$ cat src/rtl/vc_dest_arbiter_pkg.sv
// Shared types and constants for the VC-to-destination arbiter slice.
// Word layout: [DEST_BIT] selects D0/D1, [VC_BIT] carries the VC class untouched.
package vc_dest_arbiter_pkg;

    localparam int unsigned BW         = 6;
    localparam int unsigned DEST_BIT   = BW - 1;
    localparam int unsigned VC_BIT     = BW - 2;
    localparam int unsigned STARVE_W   = 3;
    localparam int unsigned STARVE_LIM = 4;

    typedef logic [BW-1:0] word_t;

    typedef enum logic [1:0] {
        IDLE = 2'd0,
        RUN  = 2'd1,
        HOLD = 2'd2
    } state_t;

    function automatic logic word_dest(input word_t w);
        return w[DEST_BIT];
    endfunction

    function automatic logic word_vc(input word_t w);
        return w[VC_BIT];
    endfunction

endpackage

$ cat src/rtl/vc_dest_arbiter_if.sv
// Bundle of source-FIFO, destination-FIFO and flow-control signals seen by the arbiter.
// master = arbiter side, slave = surrounding FIFOs / flow-control FSM.
interface vc_dest_arbiter_if;
    import vc_dest_arbiter_pkg::*;

    logic                active;
    logic                D0_pause;
    logic                D1_pause;
    logic                VC0_empty;
    logic                VC1_empty;
    word_t               VC0_data_out;
    word_t               VC1_data_out;
    logic                VC0_rd;
    logic                VC1_rd;
    logic                D0_wr;
    logic                D1_wr;
    word_t               D0_data_in;
    word_t               D1_data_in;
    logic [STARVE_W-1:0] starve_cnt_out;

    modport master (
        input  active, D0_pause, D1_pause, VC0_empty, VC1_empty, VC0_data_out, VC1_data_out,
        output VC0_rd, VC1_rd, D0_wr, D1_wr, D0_data_in, D1_data_in, starve_cnt_out
    );

    modport slave (
        output active, D0_pause, D1_pause, VC0_empty, VC1_empty, VC0_data_out, VC1_data_out,
        input  VC0_rd, VC1_rd, D0_wr, D1_wr, D0_data_in, D1_data_in, starve_cnt_out
    );

endinterface

$ cat src/rtl/vc_dest_route.sv
// Stage-2 register: picks the popped word from the granted VC and pushes it to D0 or D1.
module vc_dest_route
    import vc_dest_arbiter_pkg::*;
(
    input  logic  clk,
    input  logic  reset,
    input  logic  pend_valid,
    input  logic  pend_vc,
    input  word_t vc0_data,
    input  word_t vc1_data,
    output logic  d0_wr,
    output logic  d1_wr,
    output word_t d0_data,
    output word_t d1_data
);

    word_t word;

    assign word = pend_vc ? vc1_data : vc0_data;

    // Data registers of the destination not taken keep their previous value.
    always_ff @(posedge clk or posedge reset) begin
        if (reset) begin
            d0_wr   <= 1'b0;
            d1_wr   <= 1'b0;
            d0_data <= '0;
            d1_data <= '0;
        end else begin
            d0_wr <= 1'b0;
            d1_wr <= 1'b0;
            if (pend_valid) begin
                if (word_dest(word)) begin
                    d1_wr   <= 1'b1;
                    d1_data <= word;
                end else begin
                    d0_wr   <= 1'b1;
                    d0_data <= word;
                end
            end
        end
    end

endmodule

$ cat src/rtl/vc_dest_arbiter.sv
// Pops VC0/VC1 (VC0 strict priority) into D0/D1 by destination bit, 2-cycle rd-to-wr latency.
// Optional VC_STARVE_GUARD_EN: after STARVE_LIM VC0 grants with VC1 waiting, VC1 gets one grant.
module vc_dest_arbiter
    import vc_dest_arbiter_pkg::*;
(
    input logic               clk,
    input logic               reset,
    vc_dest_arbiter_if.master bus
);

    logic   can_pop;
    logic   force1;
    logic   pop;
    logic   both_empty;
    logic   pend_valid;
    logic   pend_vc;
    state_t state;
    state_t state_nxt;

    // Both pauses gate because the destination is unknown until the word is read.
    assign can_pop    = ~reset & bus.active & ~bus.D0_pause & ~bus.D1_pause;
    assign both_empty = bus.VC0_empty & bus.VC1_empty;
    assign pop        = bus.VC0_rd | bus.VC1_rd;

`ifdef VC_STARVE_GUARD_EN
    logic [STARVE_W-1:0] starve_cnt;

    assign force1 = (starve_cnt == STARVE_W'(STARVE_LIM)) & ~bus.VC1_empty;

    always_ff @(posedge clk or posedge reset) begin
        if (reset) begin
            starve_cnt <= '0;
        end else if (bus.VC1_rd || bus.VC1_empty) begin
            starve_cnt <= '0;
        end else if (bus.VC0_rd && (starve_cnt != STARVE_W'(STARVE_LIM))) begin
            starve_cnt <= starve_cnt + STARVE_W'(1);
        end
    end

    assign bus.starve_cnt_out = starve_cnt;
`else
    assign force1             = 1'b0;
    assign bus.starve_cnt_out = '0;
`endif

    always_ff @(posedge clk or posedge reset) begin
        if (reset) begin
            state <= IDLE;
        end else begin
            state <= state_nxt;
        end
    end

    // Debug/coverage FSM; it never feeds the data path.
    always_comb begin
        state_nxt = state;
        if (!can_pop && !both_empty) begin
            state_nxt = HOLD;
        end else begin
            case (state)
                IDLE:    if (pop) state_nxt = RUN;
                RUN:     if (both_empty) state_nxt = IDLE;
                HOLD: begin
                    if (pop)             state_nxt = RUN;
                    else if (both_empty) state_nxt = IDLE;
                end
                default: state_nxt = IDLE;
            endcase
        end
    end

    always_comb begin
        bus.VC0_rd = 1'b0;
        bus.VC1_rd = 1'b0;
        if (can_pop) begin
            bus.VC0_rd = ~bus.VC0_empty & ~force1;
            bus.VC1_rd = ~bus.VC1_empty & (bus.VC0_empty | force1);
        end
    end

    always_ff @(posedge clk or posedge reset) begin
        if (reset) begin
            pend_valid <= 1'b0;
            pend_vc    <= 1'b0;
        end else begin
            pend_valid <= pop;
            pend_vc    <= bus.VC1_rd;
        end
    end

    vc_dest_route u_route (
        .clk        (clk),
        .reset      (reset),
        .pend_valid (pend_valid),
        .pend_vc    (pend_vc),
        .vc0_data   (bus.VC0_data_out),
        .vc1_data   (bus.VC1_data_out),
        .d0_wr      (bus.D0_wr),
        .d1_wr      (bus.D1_wr),
        .d0_data    (bus.D0_data_in),
        .d1_data    (bus.D1_data_in)
    );

endmodule

$ cat src/flat_wrapper.sv
// flat-port wrapper written by rule: the top's interface ports become plain ports
module vc_dest_arbiter_flat import vc_dest_arbiter_pkg::*;
  (clk, reset, bus_active, bus_D0_pause, bus_D1_pause, bus_VC0_empty, bus_VC1_empty, bus_VC0_data_out, bus_VC1_data_out, bus_VC0_rd, bus_VC1_rd, bus_D0_wr, bus_D1_wr, bus_D0_data_in, bus_D1_data_in, bus_starve_cnt_out);
  vc_dest_arbiter_if bus_i ();
  input logic clk;
  input logic reset;
  input wire logic [$bits(bus_i.active)-1:0] bus_active;
  input wire logic [$bits(bus_i.D0_pause)-1:0] bus_D0_pause;
  input wire logic [$bits(bus_i.D1_pause)-1:0] bus_D1_pause;
  input wire logic [$bits(bus_i.VC0_empty)-1:0] bus_VC0_empty;
  input wire logic [$bits(bus_i.VC1_empty)-1:0] bus_VC1_empty;
  input wire logic [$bits(bus_i.VC0_data_out)-1:0] bus_VC0_data_out;
  input wire logic [$bits(bus_i.VC1_data_out)-1:0] bus_VC1_data_out;
  output wire logic [$bits(bus_i.VC0_rd)-1:0] bus_VC0_rd;
  output wire logic [$bits(bus_i.VC1_rd)-1:0] bus_VC1_rd;
  output wire logic [$bits(bus_i.D0_wr)-1:0] bus_D0_wr;
  output wire logic [$bits(bus_i.D1_wr)-1:0] bus_D1_wr;
  output wire logic [$bits(bus_i.D0_data_in)-1:0] bus_D0_data_in;
  output wire logic [$bits(bus_i.D1_data_in)-1:0] bus_D1_data_in;
  output wire logic [$bits(bus_i.starve_cnt_out)-1:0] bus_starve_cnt_out;
  assign bus_i.active = bus_active;
  assign bus_i.D0_pause = bus_D0_pause;
  assign bus_i.D1_pause = bus_D1_pause;
  assign bus_i.VC0_empty = bus_VC0_empty;
  assign bus_i.VC1_empty = bus_VC1_empty;
  assign bus_i.VC0_data_out = bus_VC0_data_out;
  assign bus_i.VC1_data_out = bus_VC1_data_out;
  assign bus_VC0_rd = bus_i.VC0_rd;
  assign bus_VC1_rd = bus_i.VC1_rd;
  assign bus_D0_wr = bus_i.D0_wr;
  assign bus_D1_wr = bus_i.D1_wr;
  assign bus_D0_data_in = bus_i.D0_data_in;
  assign bus_D1_data_in = bus_i.D1_data_in;
  assign bus_starve_cnt_out = bus_i.starve_cnt_out;
  vc_dest_arbiter u_core (.clk(clk), .reset(reset), .bus(bus_i));
endmodule
$ cat config.mk
export PLATFORM = sky130hd
export DESIGN_NAME = vc_dest_arbiter_flat
export DESIGN_NICKNAME = d
export VERILOG_FILES = /design/src/rtl/vc_dest_arbiter_pkg.sv /design/src/rtl/vc_dest_arbiter_if.sv /design/src/rtl/vc_dest_route.sv /design/src/rtl/vc_dest_arbiter.sv /design/src/flat_wrapper.sv
export SDC_FILE = /design/constraint.sdc
export NUM_CORES = 1
export LEC_CHECK = 0
export CAP_MARGIN = 30
export CORE_MARGIN = 1.5
export CORE_UTILIZATION = 35
export CTS_CLUSTER_SIZE = 40
export DETAILED_ROUTE_END_ITERATION = 10
export PLACE_DENSITY = 0.8
export SLEW_MARGIN = 15
export SYNTH_ARGS = -nofsm -noshare
export SYNTH_HDL_FRONTEND = slang
export SYNTH_SLANG_ARGS = --single-unit
export TNS_END_PERCENT = 100
$ cat constraint.sdc
create_clock -name clk -period 2.1 [get_ports clk]
set_input_delay 0.63 -clock clk [delete_from_list [all_inputs] [get_ports clk]]
set_output_delay 0.63 -clock clk [all_outputs]
set_load 0.1 [all_outputs]
Word level (Yosys, flattened, before mapping)
Cells that the tools add are included.
{ "word_totals": {"regBits": 15, "inputBits": 19, "out_inout_bits": 19, "wordCells": 26} }
{ "classes": {"n_mux": 7, "bitwise": 11, "reduce_logical": 2} }
{ "ops": {"columns": ["cell", "n"], "rows": [
  ["1-bit two-way mux", 6],
  ["6-bit two-way mux", 1],
  ["1-bit NOT", 6],
  ["1-bit bitwise AND", 4],
  ["2-bit AND reduction", 2],
  ["1-bit OR", 1]
]} }

Depth between registers and ports, before layout
Gate-level depths: netlist of run 1.
{ "logic_depth": {"ltp_word": 6, "mapped_depth": 5, "depth_no_buf": 3} }

By module
From an unflattened synthesis of run 1, not the netlist that was laid out.
{ "unflattened": {"cells_unflattened": 50, "hier_area_um2": 699.4} }
{ "by_module_without_submodules": {"columns": ["mod", "instances", "cells_per_inst", "area_per_inst_um2", "seq_area_each_um2"], "rows": [
  ["vc_dest_route", 1, 39, 584.3, 325.3],
  ["vc_dest_arbiter", 1, 11, 115.1, 50.0]
]} }

Worst setup path before layout of run 1
Ideal clock, no wire load.
{ "synth_path": {"path_type": "input to output", "startpoint": "input port reset", "endpoint": "output port bus_VC1_rd", "arrival_ps": 3444, "required_ps": 1470, "path_slack_ps": -1974, "path_stages": 3, "cell_sequence": "inv_1 nand3_1 nor3b_1"} }
{ "synth_via": {"elab_chain_len": 5} }
{ "synth_rtl": {"columns": ["element", "line", "rtl"], "rows": [
  ["start: declaration", "flat_wrapper.sv:6", "input logic reset;"],
  ["1-bit NOT", "vc_dest_arbiter.sv:21", "assign can_pop = ~reset & bus.active & ~bus.D0_pause & ~bus.D1_pause;"],
  ["1-bit bitwise AND (3 in a row)", "vc_dest_arbiter.sv:21", null],
  ["1-bit two-way mux", "vc_dest_arbiter.sv:75", "if (can_pop) begin"],
  ["end: declaration", "flat_wrapper.sv:15", "output wire logic [$bits(bus_i.VC1_rd)-1:0] bus_VC1_rd;"]
]} }
Every way passes these cells.

Worst setup path after layout of run 1
{ "layout_path": {"startpoint": "input port bus_active", "endpoint": "output port bus_VC1_rd"} }
{ "layout_via": {"elab_chain_len": 4} }
{ "layout_rtl": {"columns": ["element", "line", "rtl"], "rows": [
  ["start: declaration", "flat_wrapper.sv:7", "input wire logic [$bits(bus_i.active)-1:0] bus_active;"],
  ["1-bit bitwise AND (3 in a row)", "vc_dest_arbiter.sv:21", null],
  ["1-bit two-way mux", "vc_dest_arbiter.sv:75", null]
]} }
Every way passes these cells.

==> flow_metrics.tcl, run 1 <==
set metrics [dict create \
    status "finished clean" \
    drv_cap 0 \
    cpPeakStageDelay_ns 0.25 \
    rsz0062_at_grt "false" \
    cts_buffer_depth 2 \
    drcViolationCount 0 \
    synth_area_sq_um 681.9 \
    grt_pass1_vias 528 \
    initial_core_util_pct 38.25 \
    antenna_found_initial 0 \
    viasPerCell 4.384 \
    via_count 491 \
    synth-seq-cells 15 \
    crit_type "in2out" \
    coreArea_sq_um 1783 \
    grt_pass1_wl_mm 2.180 \
    worstPathRequired_ns 1.47 \
    avgSynthCellArea_sq_um 13.92 \
    die-height_um 47.14 \
    dieArea_sq_um 2222 \
    setup_viol 0 \
    post_cts_buffers 0 \
    cp_top_family "buffers and inverters" \
    grt_max_degree 16 \
    nets 107 \
    start_kind "input pin" \
    cp_slowest_cell "nor3b_4" \
    boundaryPins 38 \
    whs_ns 0.3914 \
    clk_latency_ns 0.29 \
    cts_htree_levels 1 \
    mostFrequentLayoutCells "dfrtp_1 (15), buf_12 (13), clkdlybuf4s50_1 (12), mux2_2 (10), buf_4 (6)" \
    crit_path_cell_trace "dlygate4sd2_1 > nand3_4 > nor3b_4 > buf_12" \
    rows 15 \
    drtPass1Iterations 4 \
    end_kind "primary output" \
    yosysUniqueCellTypes 14 \
    antennaDiodeCount 0 \
    clock_skew_ns 0.009376 \
    avgRoutedWirePerCell_um 12.52 \
    ys_seq_area_share_pct 55.05 \
    totalWireLength_mm 1.402 \
    crit_buf_inv 2 \
    final_common_cell "dfrtp_1" \
    max_freq_ghz 0.4867 \
    ys_warn_count 0 \
    synth.largest_area_cell "dfrtp_1" \
    track_usage_pct 14.94 \
    grt-ovfl-total 0 \
    fin_setup_tns_ns 0 \
    io_buffers 33 \
    fp.dieW_um 47.14 \
    drv_slew 0 \
    cts_made_buffers 3 \
    root_buffer "clkbuf_4" \
    place.gp.congestion 0.7281 \
    yosys-top-cells-area "dfrtp_1 (55%), mux2_2 (17%), mux2_4 (11%), buf_4 (4.4%), buf_6 (3.3%)" \
    clk_pin_slew_ns 0.09 \
    finalCritPeriodShare_pct 97.84 \
    min_period_ns 2.055 \
    postRouteAntennaNets 0 \
    clock-sinks 15 \
    hold_viol 0 \
    hold_class "in2async" \
    ir_drop_v 0.0006361 \
    synthCells 49 \
    crit_arrival_ns 1.42 \
    cts_tree "yes" \
    drive_gt1_share_pct 52.87 \
    crit_fanout 3 \
    netlist.area_leader.share_pct 55.05 \
    drtIter0Drc 4 \
    area.growth.synth_to_final_pct 76.51 \
    powerDensity_nw_per_um2 1090 \
    p_leak_nw 0.5724 \
]
-- worst paths after layout --
path,from,cells past startpoint,endpoint,slack (ns)
max,bus_active,4,bus_VC1_rd,0.05
min,reset,3,u_core.u_route.d0_data[0],0.39
max reg2reg,u_core.pend_vc,4,u_core.u_route.d1_data[2],0.63
min reg2reg,u_core.u_route.d1_data[5],1,u_core.u_route.d1_data[5],0.54
max in group asynchronous,reset,3,u_core.u_route.d1_data[2],1.53
min in group clk,u_core.u_route.d1_data[5],1,u_core.u_route.d1_data[5],0.54
-- registers in the layout, summed over array words and instances (netlist names) --
name / count
u_core.u_route.d0_data: 5
u_core.u_route.d0_wr: 1
u_core.pend_valid: 1
u_core.u_route.d1_wr: 1
u_core.pend_vc: 1
u_core.u_route.d1_data: 6
-- report_power, final --
part           switching, mW  leakage [nW]  internal, mW
combinational          0.474         0.364         0.279
sequential            0.0563         0.191         0.340
clock                 0.0926        0.0177        0.0708
-- cell usage after synthesis (all sizes together) --
cell type	instances
mux2	15
conb	1
nand2	1
mux2i	1
nand3	1
nor2	2
buf	6
inv	3
nor3b	1
nand2b	2
a21oi	1
dfrtp	15
-- worst min-delay path, stage by stage --
cell	delay, ns
buf_2	0.11
clkinvlp_4	0.08
buf_4	0.22
-- area by class of cell --
cell class	count	area, sq um
fillers	134	579.3
well taps	25	31.28
flip-flops and latches	15	375.4
repair buffers	37	466.7
clock inverters	1	5.005
clock buffers	3	22.52
multi-input cells	28	287.8
inverters	3	15.01
-- kinds of logic (layout without fill, tap and decap cells) --
family          Yosys count  count (layout)  synth area share (%)
other cells               1               4                0.5499
compound gates            1               1                0.7332
buf+inv                   9              44                 9.358
simple gates              7               7                 5.320
mux                      16              16                 28.99
flops                    15              15                 55.05
-- what timing repair did --
item | 4_1_cts | 5_1_grt
hold buffers | 0 | 0
gates resized for setup | 16 | 0
endpoints found under the setup margin | 2 | 0
-- metrics by stage --
stage          utilization [%]  setup WS, ns  std cells  cell area [sq um]  power [mW]
2_1_floorplan                -       -0.3753         52              723.2      0.8637
4_1_cts                  67.51       0.04630        112               1204       1.324
5_1_grt                  67.51       0.02263        112               1204       1.358
6_report                 67.51       0.04536        112               1204       1.312
3_3_place_gp             66.60       -0.3025        108               1187       1.154
3_5_place_dp             66.60       -0.3642        108               1187       1.162
-- routing by layer --
| layer | track usage (%) | wire length [um] | vias to the layer above | part of all wire [%] |
|---|---|---|---|---|
| met3 | 2.692 | 114 | 4 | 8.1 |
| met4 | 11.67 | 38 | 0 | 2.7 |
| met2 | 26.85 | 713 | 30 | 51 |
| met5 | 0 | 0 | - | 0 |
| li1 | - | - | 232 | - |
| met1 | 15.01 | 535 | 225 | 38 |
Power figures use the tool's default switching activity.
==> inputs of run 2 (changes only) <==
--- a/config.mk
+++ b/config.mk
@@ -8,6 +8,8 @@
 export CAP_MARGIN = 30
 export CORE_MARGIN = 1.5
 export CORE_UTILIZATION = 35
+export CTS_BUF_LIST = sky130_fd_sc_hd__clkbuf_4
+export CTS_CLUSTER_DIAMETER = 30
 export CTS_CLUSTER_SIZE = 40
 export DETAILED_ROUTE_END_ITERATION = 10
 export PLACE_DENSITY = 0.8
==> results of run 2 <==
Same layout as run 1: the final DEF is identical, and so are final timing and power.
